[src/rtl/pixie_pkg.sv]
// rtl/pixie_pkg.sv - shared state codes, FSM states and Studio II constants
package pixie_pkg;

  // CDP1802 state codes driven on SC[1:0]
  localparam logic [1:0] SC_FETCH = 2'b00;
  localparam logic [1:0] SC_EXEC  = 2'b01;
  localparam logic [1:0] SC_DMA   = 2'b10;
  localparam logic [1:0] SC_INT   = 2'b11;

  // Studio II display page and row width
  localparam logic [15:0] STUDIO2_VRAM_BASE = 16'h0900;
  localparam int          BYTES_PER_ROW     = 8;

  typedef enum logic [2:0] {
    ST_IDLE     = 3'd0,
    ST_DMA_REQ  = 3'd1,
    ST_DMA_WAIT = 3'd2,
    ST_DMA_END  = 3'd3,
    ST_INT_ACK  = 3'd4
  } pixie_state_e;

endpackage

[src/rtl/pixie_r0_counter.sv]
// rtl/pixie_r0_counter.sv - 16-bit R0 register with core load and DMA post-increment
module pixie_r0_counter
  import pixie_pkg::*;
#(
  parameter logic [15:0] RESET_VAL = STUDIO2_VRAM_BASE
) (
  input  logic        clk,
  input  logic        reset_n,
  input  logic        load,
  input  logic [15:0] load_data,
  input  logic        inc,
  output logic [15:0] r0
);

  // DMA increment beats a core write landing on the same clk; wraps FFFF->0000
  always_ff @(posedge clk or negedge reset_n) begin
    if (!reset_n) begin
      r0 <= RESET_VAL;
    end else if (inc) begin
      r0 <= r0 + 16'd1;
    end else if (load) begin
      r0 <= load_data;
    end
  end

endmodule

[src/rtl/pixie_dma_out_responder.sv]
// rtl/pixie_dma_out_responder.sv - CDP1802-side DMA-out and interrupt servicer for the pixie video block
module pixie_dma_out_responder
  import pixie_pkg::*;
#(
  parameter logic [15:0] R0_RESET    = STUDIO2_VRAM_BASE,
  parameter int          BURST_MAX   = BYTES_PER_ROW,
  parameter int          ACK_TIMEOUT = 15
) (
  input  logic        clk,
  input  logic        reset_n,
  input  logic        clk_enable,
  input  logic        cycle_boundary,
  input  logic        dma_out_n,
  input  logic        int_req,
  input  logic        ie,
  input  logic        r0_we,
  input  logic [15:0] r0_wdata,
  output logic [15:0] mem_addr,
  output logic        mem_rd,
  input  logic        mem_ack,
  input  logic [7:0]  mem_data,
  output logic [7:0]  data_out,
  output logic        data_valid,
  output logic [1:0]  SC,
  output logic        cpu_stall,
  output logic        int_ack,
  output logic [15:0] r0,
  output logic        bus_err
);

  localparam int BW = $clog2(BURST_MAX + 1);
  localparam int TW = $clog2(ACK_TIMEOUT + 1);
  localparam logic [BW-1:0] BURST_LIM = BW'(BURST_MAX);
  localparam logic [TW-1:0] TO_LAST   = TW'(ACK_TIMEOUT - 1);

  pixie_state_e  state;
  logic [BW-1:0] burst_cnt;
  logic [TW-1:0] timeout_cnt;
  logic          dma_want;
  logic          r0_inc;
  logic          r0_load;

  // A DMA grant needs the request low and room left in the current row burst
  assign dma_want = !dma_out_n && (burst_cnt < BURST_LIM);

  // R0 only moves on a completed fetch; core writes are honoured only while idle
  assign r0_inc  = (state == ST_DMA_WAIT) && mem_ack;
  assign r0_load = (state == ST_IDLE) && r0_we;

  pixie_r0_counter #(
    .RESET_VAL (R0_RESET)
  ) u_r0 (
    .clk       (clk),
    .reset_n   (reset_n),
    .load      (r0_load),
    .load_data (r0_wdata),
    .inc       (r0_inc),
    .r0        (r0)
  );

  // Arbitration FSM; everything steps on clk_enable except the memory ack, taken on any clk
  always_ff @(posedge clk or negedge reset_n) begin
    if (!reset_n) begin
      state       <= ST_IDLE;
      mem_addr    <= '0;
      mem_rd      <= 1'b0;
      data_out    <= '0;
      data_valid  <= 1'b0;
      SC          <= SC_FETCH;
      cpu_stall   <= 1'b0;
      int_ack     <= 1'b0;
      bus_err     <= 1'b0;
      burst_cnt   <= '0;
      timeout_cnt <= '0;
    end else begin
      data_valid <= 1'b0;
      int_ack    <= 1'b0;
      case (state)
        ST_IDLE: begin
          if (clk_enable) begin
            if (cycle_boundary && dma_want) begin
              state     <= ST_DMA_REQ;
              SC        <= SC_DMA;
              cpu_stall <= 1'b1;
            end else begin
              // any idle tick without a grant is the execute slot that ends a burst
              burst_cnt <= '0;
              if (cycle_boundary && int_req && ie) begin
                state     <= ST_INT_ACK;
                SC        <= SC_INT;
                cpu_stall <= 1'b1;
                int_ack   <= 1'b1;
              end else begin
                SC <= SC_FETCH;
              end
            end
          end
        end
        ST_DMA_REQ: begin
          if (clk_enable) begin
            mem_addr    <= r0;
            mem_rd      <= 1'b1;
            timeout_cnt <= '0;
            state       <= ST_DMA_WAIT;
          end
        end
        ST_DMA_WAIT: begin
          if (mem_ack) begin
            data_out   <= mem_data;
            data_valid <= 1'b1;
            mem_rd     <= 1'b0;
            burst_cnt  <= burst_cnt + 1'b1;
            state      <= ST_DMA_END;
          end else if (clk_enable) begin
            if (timeout_cnt == TO_LAST) begin
              bus_err <= 1'b1;
              mem_rd  <= 1'b0;
              state   <= ST_DMA_END;
            end else begin
              timeout_cnt <= timeout_cnt + 1'b1;
            end
          end
        end
        ST_DMA_END: begin
          if (clk_enable) begin
            if (dma_want) begin
              state <= ST_DMA_REQ;
            end else begin
              state     <= ST_IDLE;
              SC        <= SC_EXEC;
              cpu_stall <= 1'b0;
            end
          end
        end
        ST_INT_ACK: begin
          if (clk_enable) begin
            state     <= ST_IDLE;
            SC        <= SC_FETCH;
            cpu_stall <= 1'b0;
          end
        end
        default: begin
          state <= ST_IDLE;
        end
      endcase
    end
  end

endmodule

[config.mk]
export PLATFORM = sky130hd
export DESIGN_NAME = pixie_dma_out_responder
export DESIGN_NICKNAME = d
export VERILOG_FILES = /design/src/rtl/pixie_pkg.sv /design/src/rtl/pixie_r0_counter.sv /design/src/rtl/pixie_dma_out_responder.sv
export SDC_FILE = /design/constraint.sdc
export NUM_CORES = 1
export LEC_CHECK = 0
export CAP_MARGIN = 20
export CELL_PAD_IN_SITES_DETAIL_PLACEMENT = 1
export CELL_PAD_IN_SITES_GLOBAL_PLACEMENT = 1
export CORE_MARGIN = 2
export CORE_UTILIZATION = 39
export CTS_CLUSTER_DIAMETER = 100
export DETAILED_ROUTE_END_ITERATION = 8
export GPL_ROUTABILITY_DRIVEN = 0
export PLACE_DENSITY = 0.86
export REMOVE_ABC_BUFFERS = 1
export SLEW_MARGIN = 20
export SYNTH_ARGS = -nofsm -noshare
export SYNTH_HDL_FRONTEND = slang
export SYNTH_SLANG_ARGS = --single-unit
export TNS_END_PERCENT = 10
[constraint.sdc]
create_clock -name clk -period 2.9 [get_ports clk]
set_input_delay 0.29 -clock clk [delete_from_list [all_inputs] [get_ports clk]]
set_output_delay 0.29 -clock clk [all_outputs]
set_load 0.01 [all_outputs]
======== Word level (Yosys, flattened, before mapping) ========
Cells that the tools add are included.
Widths: inputs -> output; s select.
cells by class
  reductions and logical operators ........ 21
  bitwise logic cells ..................... 1
  $lt $le $gt $ge ......................... 1
  equal/unequal tests ..................... 18
  muxes and demuxes ....................... 47
  add/sub/neg operators ................... 3
operators by type and width
  cell                   count
  $mux 16                2
  $mux 4                 7
  $mux 3                 9
  $ne 2x2->1 const B     10
  $mux 1                 17
  $add 16x1->16 const B  1
  $pmux 4 s2             2
  $pmux 3 s5             1
  $mux 2                 6
  $reduce_and 4->1       3
  $reduce_and 5->1       2
  $add 4x1->4 const B    2
  $reduce_and 7->1       1
  $eq 3x2->1 const B     2
  $logic_and 1x1->1      6
  $pmux 2 s3             1
  $reduce_and 6->1       1
  $reduce_bool 2->1      3
  $eq 4x4->1 const B     1
  $lt 4x4->1 const B     1
  $reduce_and 2->1       2
  $eq 3x1->1 const B     1
  $eq 3x3->1 const B     1
  $logic_not 3->1        1
  other kinds (8)        8
storage, ports and cells
  output and inout bits ................... 47
  logic and storage cells ................. 103
  register bits ........................... 58
  bits of input ports ..................... 33

======== Logic depth before layout (Yosys ltp) ========
Gate-level depths: netlist of run 1.
  depth after elaboration ................. 6
  mapped depth ............................ 7
  mapped depth without buffers ............ 6

======== Hierarchy ========
Synthesis of run 1 repeated with hierarchy kept, for this count alone.
second synthesis, totals
  cell total of the unflattened synthesis .. 260
  area total of the unflattened synthesis .. 2875.3 um2
modules (own cells, without submodules)
  module                   seq. area each (um2)  area each (um2)  cells an instance  times used
  pixie_dma_out_responder  1051.0                1916.8           154                1
  pixie_r0_counter         402.9                 958.4            106                1

======== Least setup slack after synthesis of run 1 ========
No wires, ideal clock.
  path type ............................... flip-flop to flip-flop
  from .................................... reg u_r0.r0[3]
  to ...................................... reg u_r0.r0[15]
  arrival ................................. 1742 ps
  period minus slack after synthesis ...... 1811 ps
  slack ................................... 1089 ps
  cell stages (with the launch flop) ...... 6
  required time ........................... 2831 ps
  cells stage by stage .................... dfrtp_1 -> buf_2 -> nand3_4 -> or4_4 -> or4_1 -> nand3_1
between the ends
  cells in the longest elaborated chain, start to end .. 2
RTL lines
  what                    RTL line                text
  from (decl)             pixie_r0_counter.sv:12  output logic [15:0] r0
  from (signal assigned)  pixie_r0_counter.sv:20  r0 <= r0 + 16'd1;
  from (signal assigned)  pixie_r0_counter.sv:22  r0 <= load_data;
  $add 16x1->16           pixie_r0_counter.sv:20
  $mux 16                 pixie_r0_counter.sv:19  end else if (inc) begin
No other way between the ends.
A chain may end at the register's enable or synchronous reset.

======== Worst setup path after layout of run 1 ========
  from .................................... reg state[1]
  to ...................................... reg mem_addr[12]
between the ends
  cells in the longest elaborated chain, start to end .. 2
RTL lines
  what                        RTL line                        text
  from (decl)                 pixie_dma_out_responder.sv:36   pixie_state_e state;
  from (signal assigned)      pixie_dma_out_responder.sv:64   state <= ST_IDLE;
  from (signal assigned)      pixie_dma_out_responder.sv:82   state <= ST_DMA_REQ;
  from (signal assigned)      pixie_dma_out_responder.sv:89   state <= ST_INT_ACK;
  $eq 3x1->1                  pixie_dma_out_responder.sv:78   case (state)
  $reduce_and 2->1 (no line)  n/a
  to (signal assigned)        pixie_dma_out_responder.sv:101  mem_addr <= r0;
  to (decl)                   pixie_dma_out_responder.sv:18   output logic [15:0] mem_addr,
No other way between the ends.

==> flow_summary_export.csv, run 1 <==
group,metric,value,unit
cts,insertion_delay,340,ps
yosys,synth_edf_count,0,
placed_design,place_area,3730,µm²
cts,cts-htree-levels,3,
placed_design,dp_hpwl,5860,µm
cts,cts_tree,"built",
drt,avgRoutedWirePerCell,17.9,µm
timing,final.setup_skew,8.70,ps
critical_path,cp.arrival,2440,ps
global_routing,grt_pass1_wl,13000,µm
global_routing,antenna_found_initial,0,
die,core-area,7140,µm²
critical_path,startpoint,"state[1]$_DFFE_PN0P_",
die,die-area,7970,µm²
timing,setup_viol,0,
drt,vias_per_cell,5.47,
yosys,syn_inst,278,
critical_path,r2r_cells,3,
critical_path,cpPeakStageDelay,620,ps
flow_run,cap_violations,0,
timing,rsz0062_at_grt,"no",
timing,tns,0,ps
critical_path,crit_type,"flip-flop to flip-flop",
status,outcome,"finished clean",
die,die_w,89.3,µm
cts,cts_num_sinks,58,
power,ir_drop,0.387,mV
critical_path,cp.buffers_inverters,0,
critical_path,end_kind,"flip-flop",
critical_path,crit_path_max_fanout,21,
timing,finalCritPeriodShare,0.763,
cells_and_area,final_cell_mix,"clkdlybuf4s50_1 (78), dfrtp_1 (56), nand2_1 (48)",
cells_and_area,final_common_cell,"clkdlybuf4s50_1",
yosys,syn_area,2840,µm²
critical_path,rrSetupSlack,690,ps
power,pwr-share-seq,0.397,
yosys,synth_warnings,0,
power,internal_power,2.45,mW
global_routing,grt_pass1_vias,2584,
cts,cts_buffers,9,
yosys,seq_area_frac_synth,0.513,
die,core.rowCount,31,
cells_and_area,multi_input_area,1300,µm²
cells_and_area,layout-drive-gt1-share,0.156,
power,clkPwrFrac,0.171,
critical_path,cp_cell_sequence,"or3b_2 > nor2_4 > mux2_2",
die,pin_count,80,
min_path,hp-class,"input pin to async pin",
yosys,yosys_most_used_dff,"dfrtp_1",
cells_and_area,design_area,3920,µm²
drt,drc,0,
cells_and_area,ff_latch_area,1450,µm²
power,switching_share,0.388,
cts,clk_pin_slew,70,ps
critical_path,crit_family,"simple AND/OR/NAND/NOR gates",
cells_and_area,num_antenna_cells,0,
timing,worstMarginPinSlew,614,ps
timing,slew_headroom,0.590,
die,dieHeight,89.3,µm
yosys,async_reset_ff_frac,1.00,
critical_path,path_depth,3,
power,p_leak,1.63,nW
power,switchingPower,1.55,mW
timing,drv_slew,0,
drt,drtIter0Drc,107,
timing,clock.fmax,452,MHz
global_routing,grt_max_degree,25,
power,pwr-share-comb,0.432,
yosys,syn_avg_cell_area,10.2,µm²
drt,drtAntennaViolNets,0,
placed_design,portBuffers,79,
drt,via_count,2544,
cts,clockRootBuffer,"clkbuf_8",
yosys,synthDistinctLibCells,58,
timing,whs,428,ps
cells_and_area,n_fill_cell,840,
drt,first_pass_iters,6,
die,start_util,0.397,
cells_and_area,fin_nets,398,
timing,hold_viol,0,
critical_path,r2r-start,"state[1]$_DFFE_PN0P_",
critical_path,cp.required,3130,ps
critical_path,critical-path-slowest-cell,"or3b_2",
power,power.density,1020,nW/µm²
cts,clock_path_buffers,2,
global_routing,grt.overflow.total,0,
timing,period_needed,2210,ps
global_routing,track_usage,0.216,
cells_and_area,areaGrowthSynthToFinish,38.3,%
critical_path,cp-start-kind,"flip-flop",
drt,drt_wl_total,8310,µm
yosys,synth_seq_cells,58,
-- path summary, 6_finish.rpt --
check                                            to
min reg2reg                     bus_err$_DFFE_PN0P_
min in group clk                bus_err$_DFFE_PN0P_
max reg2reg                mem_addr[12]$_DFFE_PN0P_
max                        mem_addr[12]$_DFFE_PN0P_
max in group asynchronous    u_r0.r0[8]$_DFFE_PN1P_
min                         mem_addr[7]$_DFFE_PN0P_
-- state kept, by name (all words and copies together), names as in the netlist --
signal       flops
state            3
bus_err          1
data_out         8
u_r0.r0         16
mem_addr        16
timeout_cnt      4
burst_cnt        4
int_ack          1
cpu_stall        1
SC               2
data_valid       1
mem_rd           1
-- worst register-to-register path, cell delays in order (launching register included) --
cell and delay [ps]:
dfrtp_1 600, or3b_2 630, nor2_4 470, mux2_2 410
-- stage by stage --
step / instances / setup slack [ps] / util / total power, mW
finish: 465 / 687 / 0.550 / 4.00
floorplan: 263 / 567 / - / 2.36
CTS: 465 / 686 / 0.550 / 4.03
detailed placement: 448 / 688 / 0.523 / 3.32
global placement: 448 / 763 / 0.523 / 3.22
global route: 465 / 571 / 0.550 / 4.28
-- routing by layer --
layer | up-vias | track usage | part of all wire
li1 | 1180 | - | -
met1 | 1282 | 0.266 | 0.43
met2 | 72 | 0.375 | 0.51
met3 | 10 | 0.0360 | 0.039
met4 | 0 | 0.0909 | 0.016
met5 | - | 0 | 0
-- cell type report --
cell class | instances | area share
inverters | 6 | 0.00574
clock inverters | 6 | 0.0105
clock buffers | 10 | 0.0351
flip-flops and latches | 58 | 0.371
multi-input cells | 199 | 0.330
repair buffers | 87 | 0.216
well taps | 99 | 0.0316
-- synth_stat cells, types with 3 or more instances --
master,instances,area share
mux2_2,18,0.071
inv_1,6,0.0079
a31oi_1,5,0.011
nand3_1,12,0.021
clkbuf_1,8,0.011
nand2_1,48,0.064
nand2b_1,5,0.011
a211oi_1,4,0.011
nor4_1,4,0.0088
o211ai_1,4,0.011
nand4_1,3,0.0066
a311oi_1,3,0.0093
a21oi_1,3,0.0053
buf_2,6,0.011
nor3_1,9,0.016
nor2_1,15,0.020
a21o_1,3,0.0079
o311ai_0,3,0.0093
dfrtp_1,56,0.49
o21ai_0,14,0.025
ha_1,4,0.018
-- cells by family after synthesis --
family	share of synthesized area
XOR/XNOR	0.00618
multiplexers	0.0750
adder cells (fa/ha/maj)	0.0176
buffers and inverters	0.0304
AND/OR/NAND/NOR	0.215
AO/OA/AOI/OAI	0.143
flip-flops	0.513
-- what timing repair did --
action | 4_1_cts | 5_1_grt
hold endpoints to repair | 15 | 0
gates resized for setup | 0 | 0
hold buffers | 1 | 0
buffers inserted | 0 | 0
-- power groups by stage --
stage	combinational, mW	sequential (mW)	clock [mW]
floorplan	0.732	1.63	0
global placement	1.65	1.57	0
detailed placement	1.72	1.59	0
CTS	1.75	1.59	0.699
global route	1.89	1.65	0.736
finish	1.73	1.59	0.686
Note: power is estimated with default switching activity, not from simulation.
==> run 2, diff against run 1 <==
CORE_UTILIZATION = 33   (was 39)
PLACE_DENSITY = 0.78   (was 0.86)
clock period = 1.9 ns   (was 2.9 ns; I/O delays follow)
==> flow_summary_export.csv, run 2 (synthesis gave the netlist of run 1 again) <==
group,metric,value,unit
timing,slew_headroom,0.646,
cts,clk_pin_slew,70,ps
timing,finalCritPeriodShare,0.975,
timing,fin_ws,47.7,ps
cells_and_area,final_common_cell,"clkdlybuf4s50_1",
power,ir_drop,0.505,mV
die,die-area,9350,µm²
critical_path,cp.arrival,2130,ps
timing,period_needed,1850,ps
power,power,6.52,mW
die,pin_count,80,
cells_and_area,design_area,4160,µm²
power,p_leak,1.77,nW
global_routing,track_usage,0.193,
timing,setup_viol,0,
cells_and_area,reg_top3,"mem_addr x16, u_r0.r0 x16, data_out x8",
placed_design,place_area,3940,µm²
power,switching_share,0.366,
drt,wl_met1,3840,µm
power,pwr-share-comb,0.480,
drt,met3_length,311,µm
power,internal_power,4.13,mW
drt,via_count,2630,
die,dieHeight,96.7,µm
cells_and_area,fin_nets,423,
cts,clockRootBuffer,"clkbuf_8",
timing,final.setup_skew,6.48,ps
die,core-area,8260,µm²
die,core.rowCount,33,
cts,cts_num_sinks,58,
cts,cts_buffers,9,
die,die_w,96.7,µm
cells_and_area,areaGrowthSynthToFinish,46.6,%
placed_design,dp_hpwl,6410,µm
drt,avgRoutedWirePerCell,17.4,µm
min_path,hp-class,"input pin to async pin",
cells_and_area,final_cell_mix,"clkdlybuf4s50_1 (78), dfrtp_1 (55), nand2_1 (48)",
power,switchingPower,2.39,mW
status,outcome,"finished clean",
cts,insertion_delay,340,ps
timing,drv_slew,0,
drt,met2_wirelength,4360,µm
global_routing,antenna_found_initial,0,
global_routing,grt_max_degree,39,
power,power.density,1570,nW/µm²
timing,whs,365,ps
cells_and_area,layout-drive-gt1-share,0.212,
critical_path,crit_type,"flip-flop to flip-flop",
drt,drt_wl_total,8650,µm
cts,clock_path_buffers,2,
power,pwr-share-seq,0.340,
critical_path,cp.required,2180,ps
placed_design,dpl_worst_slack,19.3,ps
critical_path,crit_path_max_fanout,5,
critical_path,end_kind,"flip-flop",
drt,drtAntennaViolNets,0,
timing,clock.fmax,540,MHz
drt,drtIter0Drc,99,
drt,top_layer,"met4",
timing,tns,0,ps
drt,drc,0,
cells_and_area,num_antenna_cells,0,
global_routing,grt.overflow.total,0,
drt,vias_per_cell,5.30,
flow_run,cap_violations,0,
critical_path,cp-start-kind,"flip-flop",
power,clkPwrFrac,0.181,
cts,cts_tree,"built",
drt,first_pass_iters,4,
global_routing,grt_pass1_vias,2834,
placed_design,portBuffers,79,
timing,worstMarginPinSlew,531,ps
timing,hold_viol,0,
die,start_util,0.343,
cts,cts-htree-levels,3,
timing,rsz0062_at_grt,"no",
global_routing,grt_pass1_wl,14600,µm
-- run 2: cell count changes in the layout (fill, tap and decap cells not counted) --
cell        change
buf_4          +24
bufinv_16       +1
buf_12          +1
dfrtp_1         -1
dfrtp_2         +1
clkbuf_8        +1
clkinv_2        +1
clkinvlp_4      -2
inv_6           -1
-- run 2: path summary, 6_finish.rpt --
kind                                         start                       end  slack, ps  cells after the start
setup / recovery           u_r0.r0[11]$_DFFE_PN1P_   u_r0.r0[15]$_DFFE_PN0P_         50                      4
hold reg to reg                bus_err$_DFFE_PN0P_       bus_err$_DFFE_PN0P_        460                      1
setup reg to reg           u_r0.r0[11]$_DFFE_PN1P_   u_r0.r0[15]$_DFFE_PN0P_         50                      4
hold / removal                             reset_n  mem_addr[13]$_DFFE_PN0P_        370                      2
max in group asynchronous                  reset_n   u_r0.r0[11]$_DFFE_PN1P_        880                      3
min in group clk                       mem_data[7]   data_out[7]$_DFFE_PN0P_        390                      3
-- run 2: what timing repair did --
action / in CTS / in global routing
setup endpoints to repair: 0 / 6
gates resized for setup: 0 / 1
setup buffers: 0 / 0
hold buffers: 1 / 0
endpoints found under the hold margin: 19 / 0
-- run 2: worst max-delay path: stages, from the launching register on --
cell,delay (ps)
dfstp_2,580
nand3_1,100
or4_4,510
or4_1,490
nand3_1,100
-- run 2: routing by layer --
layer,up-vias,track usage
met4,0,0.0607
met5,-,0
met2,75,0.337
met1,1312,0.247
met3,14,0.0289
li1,1229,-
-- run 2: layout make-up --
class,count,area (µm²)
Fill cell,944,4100
Sequential cell,58,1460
Multi-Input combinational cell,199,1300
Timing Repair Buffer,112,1050
Clock buffer,11,151
Tap cell,105,131
Clock inverter,5,52.6
Inverter,6,22.5
-- run 2: per-stage QoR --
| step | instances | utilization |
|---|---|---|
| 3_5_place_dp | 479 | 0.477 |
| 2_1_floorplan | 263 | - |
| 5_1_grt | 496 | 0.503 |
| 6_report | 496 | 0.503 |
| 4_1_cts | 496 | 0.503 |
| 3_3_place_gp | 479 | 0.477 |
-- run 2: power by group through the flow --
stage	combinational (mW)	clock (mW)	sequential, mW
floorplan	1.12	0	2.48
global placement	3.04	0	2.20
finish	3.13	1.18	2.22
CTS	3.16	1.21	2.22
global route	3.43	1.25	2.30
detailed placement	3.15	0	2.23
==> run 3, diff against run 2 <==
--- a/config.mk
+++ b/config.mk
@@ -16,3 +16,2 @@
 export PLACE_DENSITY = 0.78
-export REMOVE_ABC_BUFFERS = 1
 export SLEW_MARGIN = 20
--- a/constraint.sdc
+++ b/constraint.sdc
@@ -3,2 +3,2 @@
 set_output_delay 0.19 -clock clk [all_outputs]
-set_load 0.01 [all_outputs]
+set_load 0.1 [all_outputs]
==> flow_summary_export.csv, run 3 (synthesis gave the netlist of run 1 again) <==
group,metric,value,unit
status,outcome,"finished clean",
cells_and_area,final_cell_mix,"buf_4 (65), nand2_1 (48), dfrtp_1 (44)",
placed_design,portBuffers,79,
cells_and_area,num_antenna_cells,0,
global_routing,grt_max_degree,24,
global_routing,antenna_found_initial,0,
cts,cts_num_sinks,58,
cells_and_area,areaGrowthSynthToFinish,42.1,%
cells_and_area,design_area,4030,µm²
cts,clock_path_buffers,2,
cts,cts_tree,"built",
min_path,hp-class,"input pin to async pin",
critical_path,startpoint,"u_r0.r0[11]$_DFFE_PN1P_",
timing,rsz0062_at_grt,"no",
flow_run,cap_violations,0,
critical_path,crit_type,"flip-flop to flip-flop",
timing,hold_viol,0,
timing,worstMarginPinSlew,564,ps
drt,drc,0,
yosys,syn_nets,315,
placed_design,place_area,3830,µm²
critical_path,cpPeakStageDelay,660,ps
timing,final.setup_skew,6.52,ps
critical_path,end_kind,"flip-flop",
placed_design,dp_hpwl,6300,µm
cts,clk_pin_slew,70,ps
critical_path,cp_cell_sequence,"nand3_4 > or4_4 > or4_1 > nand3_1",
timing,setup_viol,0,
drt,first_pass_iters,4,
cells_and_area,n_fill_cell,935,
critical_path,r2r-start,"u_r0.r0[11]$_DFFE_PN1P_",
timing,fin_ws,78.7,ps
drt,via_count,2586,
cts,insertion_delay,340,ps
cts,cts_buffers,9,
timing,slew_headroom,0.624,
die,core-area,8260,µm²
drt,drtIter0Drc,89,
timing,drv_slew,0,
critical_path,crit_path_max_fanout,5,
critical_path,cp.arrival,2090,ps
critical_path,cp.required,2170,ps
cells_and_area,final_common_cell,"buf_4",
drt,drt_wl_total,8640,µm
global_routing,grt.overflow.total,0,
cells_and_area,layout-drive-gt1-share,0.344,
drt,vias_per_cell,5.32,
die,dieHeight,96.7,µm
critical_path,critical-path-slowest-cell,"dfstp_4",
die,core.rowCount,33,
cts,clockRootBuffer,"clkbuf_8",
die,die-area,9350,µm²
cells_and_area,postLayoutCoreUtil,0.488,
cts,cts-resized-gates,0,
global_routing,track_usage,0.194,
timing,finalCritPeriodShare,0.959,
global_routing,grt_pass1_vias,2774,
placed_design,dpl_worst_slack,26.6,ps
die,pin_count,80,
timing,period_needed,1820,ps
cells_and_area,fin_nets,413,
global_routing,grt_pass1_wl,14600,µm
die,die_w,96.7,µm
drt,drtAntennaViolNets,0,
timing,whs,375,ps
die,start_util,0.343,
drt,avgRoutedWirePerCell,17.8,µm
timing,clock.fmax,549,MHz
cells_and_area,reg_top3,"mem_addr x16, u_r0.r0 x16, data_out x8",
cts,cts-htree-levels,3,
critical_path,cp-start-kind,"flip-flop",
[run 3: cell count changes in the layout (fill, tap and decap cells not counted), moves of 2 or more]
cell	delta
clkdlybuf4s50_1	-47
buf_4	+34
dfrtp_2	+9
dfrtp_1	-11
dfstp_2	-2
dfstp_4	+2
dfrtp_4	+2
buf_12	+3
clkbuf_8	+2
[run 3: critical path: cells and delay by family (launching register included)]
| kind | cells | cell delay [ps] |
|---|---|---|
| flops | 1 | 660 |
| simple gates | 4 | 1090 |
[run 3: timing repair]
item                                   4_1_cts  5_1_grt
endpoints found under the hold margin       18        0
setup buffers                                0        0
hold buffers                                 1        0
[run 3: final cells by class]
class / count / area (µm²) / share of cell area
Clock buffer: 14 / 183 / 0.0453
Clock inverter: 2 / 10.0 / 0.00248
Inverter: 6 / 22.5 / 0.00559
Multi-Input combinational cell: 199 / 1310 / 0.325
Sequential cell: 58 / 1480 / 0.368
Tap cell: 105 / 131 / 0.0326
Timing Repair Buffer: 102 / 893 / 0.222
[run 3: final timing paths]
| path | end | slack [ps] | depth (start not counted) |
|---|---|---|---|
| min | SC[0]$_DFFE_PN0P_ | 370 | 2 |
| max in group asynchronous | mem_addr[1]$_DFFE_PN0P_ | 880 | 3 |
| max | u_r0.r0[15]$_DFFE_PN0P_ | 80 | 4 |
| min reg2reg | bus_err$_DFFE_PN0P_ | 470 | 1 |
| max reg2reg | u_r0.r0[15]$_DFFE_PN0P_ | 80 | 4 |
| min in group clk | data_out[5]$_DFFE_PN0P_ | 380 | 3 |
[run 3: per-layer routing]
layer	GRT usage	wire (µm)
met1	0.249	3860
met2	0.324	4280
met3	0.0462	383
met4	0.0618	118
met5	0	0
[run 3: stage by stage]
step	setup TNS (ps)	cells
3_3_place_gp	0	469
6_report	0	486
4_1_cts	0	486
3_5_place_dp	0	469
5_1_grt	0	486
2_1_floorplan	-80.6	278
Power of run 3 is left out: the tool's default activity adds up to more than one toggle a clock period on the data nets, which glitch-free logic cannot reach.
